## src/rtl/serdes_word_aligner.sv

```systemverilog
// serdes_word_aligner: finds the bit offset of a sync pattern in the
// deserializer word stream, confirms it on consecutive words, locks, and
// re-frames every accepted word at the locked offset.
module serdes_word_aligner #(
  parameter int NDIVBY     = 8,
  parameter int WOFF       = 4,
  parameter int LOCK_COUNT = 4
) (
  input  logic                  clks,
  input  logic                  reset,
  input  logic                  in_valid,
  input  logic [2*NDIVBY-1:0]   in_data,
  input  logic [2*NDIVBY-1:0]   config_pattern,
  input  logic                  config_enable,
  output logic                  out_valid,
  output logic [2*NDIVBY-1:0]   out_data,
  output logic                  locked,
  output logic [WOFF-1:0]       offset
);

  localparam int W  = 2 * NDIVBY;
  localparam int CW = $clog2(LOCK_COUNT + 1);
  localparam logic [CW-1:0] COUNT_MAX = CW'(LOCK_COUNT);
  localparam logic [CW-1:0] COUNT_ONE = CW'(1);

  typedef enum logic [1:0] {
    ST_IDLE   = 2'd0,
    ST_SEARCH = 2'd1,
    ST_VERIFY = 2'd2,
    ST_LOCKED = 2'd3
  } state_t;

  state_t            state_r;
  logic [W-1:0]      prev_r;
  logic              prev_full_r;
  logic [CW-1:0]     count_r;

  logic [2*W-1:0]    window_s;
  logic [W-1:0]      cand_s [W];
  logic [W-1:0]      match_s;
  logic [W-1:0]      sel_cand_s;
  logic [WOFF-1:0]   first_s;
  logic              any_s;
  logic              advance_s;
  logic [CW-1:0]     count_inc_s;

  assign window_s  = {in_data, prev_r};
  assign advance_s = in_valid & prev_full_r;

  // Every bit offset of the two-word window is a candidate word.
  for (genvar k = 0; k < W; k++) begin : g_cand
    assign cand_s[k]  = window_s[k +: W];
    assign match_s[k] = (cand_s[k] == config_pattern);
  end

  assign sel_cand_s = cand_s[offset];

  // Lowest matching offset wins when the pattern matches several offsets.
  always_comb begin
    first_s = {WOFF{1'b0}};
    any_s   = 1'b0;
    for (int k = W - 1; k >= 0; k--) begin
      if (match_s[k]) begin
        first_s = WOFF'(k);
        any_s   = 1'b1;
      end else begin
        first_s = first_s;
        any_s   = any_s;
      end
    end
  end

  // Saturating increment so the match counter never wraps.
  always_comb begin
    if (count_r != COUNT_MAX) begin
      count_inc_s = count_r + COUNT_ONE;
    end else begin
      count_inc_s = count_r;
    end
  end

  // History word and re-framed output register, active in every state.
  always_ff @(posedge clks) begin
    if (reset) begin
      prev_r      <= {W{1'b0}};
      prev_full_r <= 1'b0;
      out_valid   <= 1'b0;
      out_data    <= {W{1'b0}};
    end else begin
      if (in_valid) begin
        prev_r      <= in_data;
        prev_full_r <= 1'b1;
      end
      if (advance_s) begin
        out_data  <= sel_cand_s;
        out_valid <= 1'b1;
      end else begin
        out_valid <= 1'b0;
      end
    end
  end

  // Alignment FSM: search, confirm on consecutive words, then lock.
  always_ff @(posedge clks) begin
    if (reset) begin
      state_r <= ST_IDLE;
      count_r <= {CW{1'b0}};
      locked  <= 1'b0;
      offset  <= {WOFF{1'b0}};
    end else if (!config_enable) begin
      // Disable wins over any simultaneous match; offset is kept.
      state_r <= ST_IDLE;
      count_r <= {CW{1'b0}};
      locked  <= 1'b0;
    end else begin
      case (state_r)
        ST_IDLE: begin
          state_r <= ST_SEARCH;
          count_r <= {CW{1'b0}};
          locked  <= 1'b0;
        end
        ST_SEARCH: begin
          if (advance_s && any_s) begin
            offset  <= first_s;
            count_r <= COUNT_ONE;
            if (LOCK_COUNT == 1) begin
              state_r <= ST_LOCKED;
              locked  <= 1'b1;
            end else begin
              state_r <= ST_VERIFY;
            end
          end
        end
        ST_VERIFY: begin
          if (advance_s) begin
            if (sel_cand_s == config_pattern) begin
              count_r <= count_inc_s;
              if (count_inc_s == COUNT_MAX) begin
                state_r <= ST_LOCKED;
                locked  <= 1'b1;
              end
            end else begin
              // The failing word is not searched again.
              state_r <= ST_SEARCH;
              count_r <= {CW{1'b0}};
            end
          end
        end
        ST_LOCKED: begin
          locked <= 1'b1;
        end
        default: begin
          state_r <= ST_IDLE;
          count_r <= {CW{1'b0}};
          locked  <= 1'b0;
        end
      endcase
    end
  end

endmodule

```

## config.mk

```make
export PLATFORM = sky130hd
export DESIGN_NAME = serdes_word_aligner
export DESIGN_NICKNAME = d
export VERILOG_FILES = /design/src/rtl/serdes_word_aligner.sv
export SDC_FILE = /design/constraint.sdc
export NUM_CORES = 1
export LEC_CHECK = 0
export BUFFER_PORTS_ARGS = -buffer_cell sky130_fd_sc_hd__buf_2
export CAP_MARGIN = 20
export CORE_ASPECT_RATIO = 0.9
export CORE_MARGIN = 4
export CORE_UTILIZATION = 56
export CTS_CLUSTER_DIAMETER = 150
export DETAILED_ROUTE_END_ITERATION = 8
export PLACE_DENSITY = 0.81
export SLEW_MARGIN = 40
export SYNTH_ARGS = -nofsm -noshare
export SYNTH_HDL_FRONTEND = slang
export SYNTH_SLANG_ARGS = --single-unit
```

## constraint.sdc

```tcl
create_clock -name clks -period 3.12 [get_ports clks]
set_input_delay 0.156 -clock clks [delete_from_list [all_inputs] [get_ports clks]]
set_output_delay 0.156 -clock clks [all_outputs]
set_load 0.03 [all_outputs]
```

==> results.cfg <==
[worst_setup_path]
critPathMaxStageDelay_ns = 0.59
crit_arrival_ns = 3.40
slowest_stage = or4_4
worstSetupPathType = flop to flop
crit_chain = buf_8, mux4_2, mux2i_2, xor2_1, and4_1, a41oi_2, or4_4, nor3_4, nor2_2, a2111oi_2
r2r_start = offset[1]
reg2regPathDepth = 10
critPathLaunchType = flop
crit_start = offset[1]
critPathMaxFanout = 7
cp_data_required_time_ns = 3.31
cp-end-kind = flop

[synthesis]
netlist_instances = 791
yosysSeqAreaShare_pct = 13.1
ys.flop_type = dfxtp_1
synth-edff-count = 0
synth-seq-cells = 44
syn-cell-area_um2 = 6730
yosys_warnings = 0
async_flop_share_pct = 0
synth_nets = 833
synth_cell_type_count = 48
syn_area_per_cell_um2 = 8.51

[final_layout]
area_delta_synth_final_pct = 20.2
post-route-util_pct = 69.9
final_cell_mix = xnor2_1, xor2_1, buf_4
drive_gt1_share_pct = 27.8
register_area_um2 = 891
nNetsFinal = 908
multi_input_area_um2 = 5530
n_antenna_cell = 0
fillCellCount = 818
final_common_cell = xnor2_1

[clock_network]
clk_pin_slew_ns = 0.07
htreeDepth = 2
cts-root-buf = clkbuf_16
numCtsBuffers = 5
clk_latency_ns = 0.29
cts.sink_count = 44
cts_tree = done
clock_path_buffers = 2

[die]
core_um2 = 11600
die_x_um = 124
fp.dieH_um = 112
num_io_pins = 58
die_area_um2 = 13800
start_util_pct = 58.2
core.rowCount = 37

[grt]
grt_usage_pct = 32.7
overflow = 0
antenna_found_initial = 0
grt_start_max_net_pins = 42
grt_first_pass_wirelength_um = 35900
grt_pass1_vias = 6642

[timing]
fmax_ghz = 0.312
hold_viol_final = 0
rsz0062_at_grt = yes
worst_pin_slew_ns = 0.804
fin_ws_ns = -0.0903
period_needed_ns = 3.21
hold_slack_ns = 0.141
max-slew-margin-rel_pct = 46.4
drv_slew = 0
skew_ns = 0.00566
final.period_utilization_pct = 103
finalSetupViolations = 4

[placement]
io_buffers = 57
gp_congestion = 0.942
dp_slack_ns = -0.0659
hpwl_um = 15400

[power_and_ir_drop]
power.density_nw_per_um2 = 256
p_leak_nw = 3.03
peakVddDrop_v = 0.000190

[detailed_routing]
wl_per_cell_um = 22.8
drc = 0
ant_nets = 0
routed-via-count = 6816
vias_per_cell = 6.66
drtPass1Iterations = 6
drtIter0Drc = 1050
wl_um = 23400

[worst_hold_path]
hold_path.startpoint = in_data[15]
hp-class = primary input to flop
whs_path_depth = 3

[run_status]
status = finished, violations left
violations = setup timing

[flow_run]
drv_cap = 0
registers in the layout, summed over array words and instances, names as in the netlist:
register	cells
out_data	16
prev_full_r	1
out_valid	1
offset	4
state_r	2
prev_r	16
count_r	3
locked	1
timing repair:
item | 4_1_cts | 5_1_grt
buffers inserted | 8 | 5
setup endpoints to repair | 4 | 6
gates resized for setup | 24 | 21
hold buffers | 0 | 0
pin swaps | 9 | 6
worst max-delay path: cells and delay by family, from the launching register on:
family	cells	cell delay (ns)
simple gates	4	1.04
mux	2	0.86
compound gates	2	0.44
flops	1	0.41
xor+xnor	1	0.21
buf+inv	1	0.14
report_power, final:
part           total (W)  internal (W)  switching (W)  leakage, nW
Clock           0.000541      0.000297       0.000245       0.0669
Combinational   0.000911      0.000404       0.000507         2.60
Sequential      0.000620      0.000580      0.0000395        0.361
stage by stage:
stage,total power [W],area (um2),instances,setup TNS (ns)
CTS,0.00202,7950,1019,0
detailed placement,0.00147,7660,1003,-0.139
finish,0.00207,8090,1023,-0.260
global placement,0.00145,7660,1003,-0.00314
floorplan,0.00122,6750,791,0
global route,0.00214,8090,1023,-1.12
worst paths after layout:
| path | to | slack (ns) |
|---|---|---|
| setup reg to reg | state_r[1] | -0.09 |
| hold reg to reg | out_data[13] | 0.45 |
| setup / recovery | state_r[1] | -0.09 |
| hold / removal | prev_r[15] | 0.14 |
cells in the mapped netlist, drive strengths merged (3+ instances only):
master     n  area (um2)
xnor2    160        1400
xor2     125        1090
buf       65         335
mux2i     46         489
dfxtp     44         881
nor2      44         168
nand4     43         269
nor4      41         257
clkbuf    33         124
a21oi     31         155
mux4      30         698
nand2     26        97.6
a211oi    15         113
nor2b     10        62.6
inv        8        30.0
and4       7        61.3
nand3      7        35.0
o21ai      7        35.0
ha         6        75.1
nand2b     4        25.0
nand3b     4        30.0
a2111oi    3        38.8
a22oi      3        22.5
and2       3        18.8
nor3       3        26.3
o21a       3        22.5
o31ai      3        22.5
metal layers:
metal	vias up	track usage, %	part of all wire, %
met4	0	14.8	4.6
met1	3239	45.0	38
met5	-	0	0
li1	2909	-	-
met3	99	7.01	13
met2	569	48.9	45
area by class of cell:
type	count	area share (%)
Multi-Input combinational cell	641	68.4
Timing Repair Buffer	166	16.1
Sequential cell	44	11.0
Tap cell	156	2.41
Clock buffer	6	1.59
Inverter	8	0.371
Clock inverter	2	0.155
kinds of logic after synthesis:
group	Yosys count	share of synthesized area, %
DFF	44	13.1
muxes	77	17.8
xor gates and xnor gates	285	37.1
AOI/OAI and AO/OA	78	7.64
adders and majority gates	6	1.12
buffers and inverters	106	7.27
and+or+nand+nor	195	16.0
No activity file was read; power rests on OpenSTA's default activity.
